File: config.mk
export PLATFORM = sky130hd
export DESIGN_NAME = ps2_key_event_ctrl_flat
export DESIGN_NICKNAME = d
export VERILOG_FILES = /design/src/rtl/ps2_key_event_ctrl_if.sv /design/src/rtl/ps2_key_event_ctrl.sv /design/src/flat_wrapper.sv
export SDC_FILE = /design/constraint.sdc
export NUM_CORES = 1
export LEC_CHECK = 0
export ABC_AREA = 1
export CAP_MARGIN = 20
export CORE_MARGIN = 3
export CORE_UTILIZATION = 40
export DETAILED_ROUTE_END_ITERATION = 6
export PLACE_DENSITY = 0.64
export SETUP_SLACK_MARGIN = 0.1
export SYNTH_ARGS = -nofsm -noshare
export SYNTH_HDL_FRONTEND = slang
export SYNTH_SLANG_ARGS = --single-unit
File: constraint.sdc
create_clock -name clk -period 1.72 [get_ports clk]
set_clock_uncertainty 0.05 [all_clocks]
set_input_delay 0.344 -clock clk [delete_from_list [all_inputs] [get_ports clk]]
set_output_delay 0.344 -clock clk [all_outputs]
set_load 0.01 [all_outputs]
File: src/rtl/ps2_key_event_ctrl_if.sv
// PS/2 keyboard FIFO drain interface.
// The keyboard side drives ready/data/overflow; the controller pops the FIFO.
interface ps2_key_event_ctrl_if;
  logic       kbd_ready;
  logic [7:0] kbd_data;
  logic       kbd_overflow;
  logic       kbd_nextdata_n;

  modport master (
    output kbd_ready,
    output kbd_data,
    output kbd_overflow,
    input  kbd_nextdata_n
  );

  modport slave (
    input  kbd_ready,
    input  kbd_data,
    input  kbd_overflow,
    output kbd_nextdata_n
  );
endinterface

File: src/rtl/ps2_key_event_ctrl.sv
// Set-2 scan-code decoder: pops the ps2_keyboard FIFO and turns
// make / F0 break / E0 extended sequences into held-key state and pulses.
module ps2_key_event_ctrl #(
  parameter int CNT_W = 8
) (
  input  logic             clk,
  input  logic             rst,
  ps2_key_event_ctrl_if.slave kbd,
  input  logic             cnt_clr,
  output logic [7:0]       key_code,
  output logic             key_ext,
  output logic             key_valid,
  output logic             press_pulse,
  output logic             repeat_pulse,
  output logic             release_pulse,
  output logic [CNT_W-1:0] press_cnt,
  output logic             proto_err,
  output logic             ovf_seen
);

  localparam logic [1:0] S_IDLE    = 2'd0;
  localparam logic [1:0] S_EXT     = 2'd1;
  localparam logic [1:0] S_BRK     = 2'd2;
  localparam logic [1:0] S_EXT_BRK = 2'd3;

  logic [1:0] state;
  logic [1:0] state_d;
  logic       pop_n;

  logic       consume;
  logic       is_e0;
  logic       is_f0;
  logic       is_nul;
  logic       do_make;
  logic       do_brk;
  logic       ev_ext;
  logic       err;
  logic       match;

  // A byte is only taken while the pop strobe is idle: max one per 2 clocks.
  assign consume = kbd.kbd_ready & pop_n;
  assign kbd.kbd_nextdata_n = pop_n;

  assign is_e0  = (kbd.kbd_data == 8'hE0);
  assign is_f0  = (kbd.kbd_data == 8'hF0);
  assign is_nul = (kbd.kbd_data == 8'h00) |
                  (kbd.kbd_data == 8'hFF);

  assign match = key_valid &
                 (key_code == kbd.kbd_data) &
                 (key_ext == ev_ext);

  always_comb begin
    state_d = state;
    do_make = 1'b0;
    do_brk  = 1'b0;
    ev_ext  = 1'b0;
    err     = 1'b0;
    if (consume) begin
      case (state)
        S_IDLE: begin
          unique case (1'b1)
            is_e0:   state_d = S_EXT;
            is_f0:   state_d = S_BRK;
            is_nul:  state_d = S_IDLE;
            default: do_make = 1'b1;
          endcase
        end
        S_EXT: begin
          ev_ext = 1'b1;
          unique case (1'b1)
            is_f0:   state_d = S_EXT_BRK;
            is_e0:   state_d = S_EXT;
            is_nul:  state_d = S_IDLE;
            default: begin
              do_make = 1'b1;
              state_d = S_IDLE;
            end
          endcase
        end
        S_BRK: begin
          state_d = S_IDLE;
          unique case (1'b1)
            is_e0 | is_f0: err = 1'b1;
            is_nul:        err = 1'b0;
            default:       do_brk = 1'b1;
          endcase
        end
        default: begin
          ev_ext  = 1'b1;
          state_d = S_IDLE;
          unique case (1'b1)
            is_e0 | is_f0: err = 1'b1;
            is_nul:        err = 1'b0;
            default:       do_brk = 1'b1;
          endcase
        end
      endcase
    end
  end

  always_ff @(posedge clk) begin
    if (rst) begin
      state         <= S_IDLE;
      pop_n         <= 1'b1;
      key_code      <= 8'h00;
      key_ext       <= 1'b0;
      key_valid     <= 1'b0;
      press_pulse   <= 1'b0;
      repeat_pulse  <= 1'b0;
      release_pulse <= 1'b0;
      press_cnt     <= '0;
      proto_err     <= 1'b0;
      ovf_seen      <= 1'b0;
    end else begin
      state         <= state_d;
      pop_n         <= ~consume;
      press_pulse   <= 1'b0;
      repeat_pulse  <= 1'b0;
      release_pulse <= 1'b0;
      if (kbd.kbd_overflow) ovf_seen <= 1'b1;
      if (err) proto_err <= 1'b1;
      if (do_make) begin
        if (match) begin
          repeat_pulse <= 1'b1;
        end else begin
          key_code    <= kbd.kbd_data;
          key_ext     <= ev_ext;
          key_valid   <= 1'b1;
          press_pulse <= 1'b1;
        end
      end
      // A break for a key other than the held one is dropped silently.
      if (do_brk && match) begin
        key_code      <= 8'h00;
        key_ext       <= 1'b0;
        key_valid     <= 1'b0;
        release_pulse <= 1'b1;
      end
      if (cnt_clr) begin
        press_cnt <= '0;
      end else if (do_make && !match) begin
        press_cnt <= press_cnt + CNT_W'(1);
      end
    end
  end

endmodule

File: src/flat_wrapper.sv
// flat-port wrapper written by rule: the top's interface ports become plain ports
module ps2_key_event_ctrl_flat 
#(
  parameter int CNT_W = 8
)
  (clk, rst, cnt_clr, key_code, key_ext, key_valid, press_pulse, repeat_pulse, release_pulse, press_cnt, proto_err, ovf_seen, kbd_kbd_ready, kbd_kbd_data, kbd_kbd_overflow, kbd_kbd_nextdata_n);
  ps2_key_event_ctrl_if kbd_i ();
  input  logic clk;
  input  logic rst;
  input  logic cnt_clr;
  output logic [7:0] key_code;
  output logic key_ext;
  output logic key_valid;
  output logic press_pulse;
  output logic repeat_pulse;
  output logic release_pulse;
  output logic [CNT_W-1:0] press_cnt;
  output logic proto_err;
  output logic ovf_seen;
  input wire logic [$bits(kbd_i.kbd_ready)-1:0] kbd_kbd_ready;
  input wire logic [$bits(kbd_i.kbd_data)-1:0] kbd_kbd_data;
  input wire logic [$bits(kbd_i.kbd_overflow)-1:0] kbd_kbd_overflow;
  output wire logic [$bits(kbd_i.kbd_nextdata_n)-1:0] kbd_kbd_nextdata_n;
  assign kbd_i.kbd_ready = kbd_kbd_ready;
  assign kbd_i.kbd_data = kbd_kbd_data;
  assign kbd_i.kbd_overflow = kbd_kbd_overflow;
  assign kbd_kbd_nextdata_n = kbd_i.kbd_nextdata_n;
  ps2_key_event_ctrl #(.CNT_W(CNT_W)) u_core (.clk(clk), .rst(rst), .kbd(kbd_i), .cnt_clr(cnt_clr), .key_code(key_code), .key_ext(key_ext), .key_valid(key_valid), .press_pulse(press_pulse), .repeat_pulse(repeat_pulse), .release_pulse(release_pulse), .press_cnt(press_cnt), .proto_err(proto_err), .ovf_seen(ovf_seen));
endmodule
# Word-level counts from Yosys, hierarchy flattened
# Cells that the tools add are included.
# word_totals
regBits,26
# classes
add_sub_neg,1
n_eq_ne,8
mux,17
bitwise_logic,8
n_reduce_logical,14
# ops
operator,n
$eq 8x8->1 const B,3
$mux 1,14
$reduce_or 2->1,6
$add 8x1->8 const B,1
$eq 8x8->1,1
$logic_not 8->1,1
$pmux 2 s2,2
$pmux 2 s3,1
$ne 4x1->1 const B,1
$reduce_and 2->1,2
$and 1x1->1,3
$not 1->1,3
$reduce_or 3->1,1
$eq 2x1->1 const B,1
$eq 2x2->1 const B,1
$logic_and 1x1->1,2
$logic_not 2->1,1
$or 1x1->1,2
$eq 1x1->1,1
$logic_not 1->1,1

# Depth between registers and ports, before layout
# depth
ltp_word,8
mapped_depth,11
mapped_depth_nobuf,10

# Worst setup path before layout
# Ideal clock, no wire load.
# synth_path
path_kind,register to register
from,"register u_core.pop_n, in the netlist u_core.kbd.kbd_nextdata_n"
to,register u_core.press_cnt[0]
setup_time_ns,0.115
arrival_time_ns,1.318
slack_ns,0.237
path_stages_with_launch,10
n_path_buf,2
synth_period_minus_slack_ns,1.483
cell_sequence,dfxtp_1 > nand2_2 > o21ai_0 > inv_1 > nor2_2 > nand2_2 > buf_6 > buf_6 > a21oi_1 > nor2_1
# synth_between
elab_chain_len,6
elab_cells_between_ends,7
# synth_rtl
element,line_no,source
"start, declared",ps2_key_event_ctrl.sv:28,logic pop_n;
"start signal, assigned",ps2_key_event_ctrl.sv:117,pop_n <= ~consume;
$and 1x1->1 *,ps2_key_event_ctrl.sv:41,assign consume = kbd.kbd_ready & pop_n;
$mux 1,ps2_key_event_ctrl.sv:59,if (consume) begin
$eq 1x1->1,ps2_key_event_ctrl.sv:51,(key_ext == ev_ext);
$and 1x1->1,ps2_key_event_ctrl.sv:50,(key_code == kbd.kbd_data) &
$logic_not 1->1,ps2_key_event_ctrl.sv:142,end else if (do_make && !match) begin
$logic_and 1x1->1 *,ps2_key_event_ctrl.sv:142,
"end signal, assigned",ps2_key_event_ctrl.sv:143,press_cnt <= press_cnt + CNT_W'(1);
"end, declared",ps2_key_event_ctrl.sv:16,"output logic [CNT_W-1:0] press_cnt,"
# Every way passes the cells marked *; elsewhere a longest branch is shown, timed or not.
# A chain may end at the register's enable or synchronous reset.

# Final worst setup path
# layout_path
from,register u_core.key_code[3]
to,register u_core.key_code[6]
# layout_between
elab_chain_len,5
elab_cells_between_ends,7
# layout_rtl
element,line_no,source
"start, declared",ps2_key_event_ctrl.sv:10,"output logic [7:0] key_code,"
"start signal, assigned",ps2_key_event_ctrl.sv:127,key_code <= kbd.kbd_data;
$eq 8x8->1 *,ps2_key_event_ctrl.sv:50,
$and 1x1->1 *,ps2_key_event_ctrl.sv:49,assign match = key_valid &
$and 1x1->1 *,ps2_key_event_ctrl.sv:50,
$logic_and 1x1->1 or $not 1->1 (tied branches),n/a,
$reduce_or 2->1 (no source line) or $reduce_and 2->1 (tied branches),n/a,
# Marks and branches as above.

==> summary.md <==
| Metric | Value |
|---|---|
| Fin nets | 285 |
| Placed cell areas | 1910 µm² |
| WL/cell | 12.8 µm |
| Sink Count | 26 |
| Layout cells sized above 1 | 26.7% |
| Max clock buf depth | 2 |
| Final setup TNS | 0 ns |
| Total GRT Usage | 19.4% |
| Core Region | 3200 µm² |
| Diodes inserted | 0 |
| Max-Slew Margin vs Limit | 83.2% |
| Layout Cell Area excl Fill | 2110 µm² |
| Crit path max-delay cell type | dfxtp_2 |
| Clk network pwr share | 33.1% |
| Initial antenna violation count | 0 |
| Sequential Power Share | 48.8% |
| Routability congestion estimate | 0.882 |
| Tmin final | 1.50 ns |
| Data arrival, critical path | 1.70 ns |
| Reg clk slew, reported paths | 0.15 ns |
| Vias in the first global route | 1485 |
| Maximum vdd drop | 391 µV |
| 1st-pass router iterations | 4 |
| Worst r2r dst | u_core.key_code[6]$_SDFFE_PP0P_ |
| Slew @ Worst Pin | 0.250 ns |
| Row count | 20 |
| Critical path startpoint category | flop |
| Total power | 1.30 mW |
| Post-DP HPWL | 2.69 mm |
| CTS tree | done |
| Max_cap viols | 0 |
| Worst hold start | kbd_kbd_ready |
| Initial Util | 44.3% |
| Die width | 65.5 µm |
| Placement Setup Slack | -0.336 ns |
| H-tree depth | 1 |
| Main synth FF type | dfxtp_1 |
| Total gr overflow | 0 |
| Layout Area Growth over Synthesis | 49.2% |
| Final worst-path cycle share | 87.2% |
| DIE HEIGHT | 65.5 µm |
| Final Slew Violations | 0 |
| Int Pwr | 960 µW |
| Boundary Pins | 37 |
| Register bit total from synthesis | 26 |
| Worst r2r src | u_core.key_code[3]$_SDFFE_PP0P_ |
| CTS Buf Count | 3 |
| Routed vias/inst | 4.98 |
| Gate power share | 18.1% |
| Outcome | completed |
| Depth of the most critical reg-to-reg path | 10 |
| Worst EP required | 1.92 ns |
| Final core occ | 66.0% |
| Pwr dens | 617 nW/µm² |
| IO buf count | 36 |
| Sequential area share after synthesis | 36.7% |
| Largest net degree at the start of global routing | 19 |
| DRT Wirelength | 4.01 mm |
| Cells after synthesis | 208 |
| Clock latency at the later pin of the worst-skew pair | 0.33 ns |
| Hold path cells | 2 |
| YS warnings | 0 |
| Final hold vios | 0 |
| Die ar. | 4290 µm² |
| Via count | 1564 |
| Top Family by Delay on Critical Path | simple AND/OR/NAND/NOR gates |
| Netlist cell types | 24 |
| Top cell by count, worst path | nand2_1 |
| Hold Path Class | input pin to flop |
| CTS root buf | clkbuf_4 |
| CP cell instances | buf_4 > nand2_1 > nand2_1 > nor2_1 > nand2_1 > nor2_4 > buf_4 > nand3_4 > nand2_2 > a21oi_1 |
| R2r setup slk | 0.22 ns |
| RSZ-0062 raised after global routing | yes |
| Crit-path max FO | 5 |
| Post-CTS Hold Buffers | 0 |
| Ys async rst share | 0% |
| Sw power | 344 µW |
| First-pass GRT wire length | 6.50 mm |
| Critical path's largest stage delay | 0.35 ns |
| Switching share of power | 26.4% |
| First DRT Iteration DRCs | 99 |
| Post-synthesis net count | 222 |
| Post-Syn Area | 1420 µm² |
| Element type at the critical path end | flop |
| Setup WS post-layout | 0.220 ns |
| Highest Clock Rate | 0.666 GHz |
| Mapped Avg Cell Area | 6.82 µm² |
| Hold Crit Endpoint | u_core.kbd.kbd_nextdata_n$_SDFF_PP1_ |
| Critical path type | flop to flop |
| Setup violators final | 0 |
| WP buf/inv | 2 |
| DRC violations left | 0 |
| Final ANT Viol Nets | 0 |
| Post-synth EDFFs | 0 |
| P_leak | 1.09 nW |
| # fillers | 320 |
==> per-layer routing <==
layer / global-route usage (%) / share of wire, %
met5: 0 / 0
met4: 9.33 / 1.7
met3: 3.59 / 6.2
met2: 33.9 / 50
met1: 22.5 / 42
==> placed cells by master, fill, tap and decap left out, drive strengths merged <==
master,n
nor2,29
dfxtp,26
clkdlybuf4s50,3
o21ai,2
clkinv,1
nand4,3
bufinv,1
nor4,1
dlymetal6s2s,4
nor3,1
nand2,61
buf,25
ha,1
dlygate4sd2,29
xnor2,3
nand3,26
clkbuf,3
inv,27
xor2,2
a21oi,22
==> cell families (layout without fill, tap and decap cells) <==
family	count (synthesis)	in the layout	share of synthesized area [%]
DFF	26	26	36.7
adders and majority gates	1	1	0.882
and+or+nand+nor	119	121	39.7
xor gates and xnor gates	5	5	3.09
AOI/OAI and AO/OA	24	24	8.74
buffers and inverters	33	93	10.9
==> power by group through the flow <==
stage / combinational (mW) / sequential [mW] / clock, mW
floorplan: 0.107 / 0.658 / 0
global placement: 0.219 / 0.651 / 0
detailed placement: 0.222 / 0.652 / 0
global route: 0.258 / 0.639 / 0.467
finish: 0.236 / 0.636 / 0.432
CTS: 0.219 / 0.637 / 0.448
==> flip-flops by register name, indices dropped and copies added, names as in the netlist <==
| register | count |
|---|---|
| u_core.key_code | 8 |
| u_core.press_cnt | 8 |
| u_core.state | 2 |
| u_core.kbd.kbd_nextdata_n | 1 |
| u_core.key_ext | 1 |
| u_core.key_valid | 1 |
| u_core.ovf_seen | 1 |
| u_core.press_pulse | 1 |
| u_core.proto_err | 1 |
| u_core.release_pulse | 1 |
| u_core.repeat_pulse | 1 |
==> per-stage QoR <==
stage               hold slack [ns]  instances
floorplan                     0.380        208
global placement              0.367        300
detailed placement            0.397        300
CTS                           0.376        310
global route                  0.218        314
finish                        0.219        314
==> cells in the mapped netlist, types with 2 or more instances <==
cell type	number	area [µm²]
a21oi_1	21	105
buf_6	4	45.0
dfxtp_1	26	521
inv_1	24	90.1
inv_2	3	11.3
nand2_1	53	199
nand2_2	4	25.0
nand2_4	2	22.5
nand3_1	24	120
nand4_1	3	18.8
nor2_1	25	93.8
nor2_2	3	18.8
o21ai_0	2	10.0
xnor2_1	3	26.3
xor2_1	2	17.5
==> final cells by class <==
cell class              instances  area (µm²)  share of cell area, %
multi-input cells             151         820                   38.8
flip-flops and latches         26         549                   26.0
repair buffers                 61         533                   25.2
inverters                      28         105                   4.97
well taps                      44        55.1                   2.60
clock inverters                 1        30.0                   1.42
clock buffers                   3        22.5                   1.07
==> worst max path at each step <==
stage,from,end,slack [ns],depth (start not counted)
finish,u_core.key_code[3]$_SDFFE_PP0P_,u_core.key_code[6]$_SDFFE_PP0P_,0.22,10
global route,u_core.key_code[3]$_SDFFE_PP0P_,u_core.press_cnt[0]$_SDFFE_PP0P_,0.07,10
CTS,u_core.press_cnt[2]$_SDFFE_PP0P_,press_cnt[2],0.0006,1
detailed placement,kbd_kbd_data[0],u_core.key_code[5]$_SDFFE_PP0P_,-0.34,10
global placement,kbd_kbd_data[0],u_core.key_code[4]$_SDFFE_PP0P_,-0.34,10
floorplan,u_core.kbd.kbd_nextdata_n$_SDFF_PP1_,u_core.press_cnt[0]$_SDFFE_PP0P_,0.24,9
==> what timing repair did <==
item,CTS,global route
endpoints found under the hold margin,0,0
resized for setup,58,12
setup buffers,5,3
endpoints found under the setup margin,41,21
cloned,1,1
pin swaps,4,1
(Power assumes the default switching activity.)
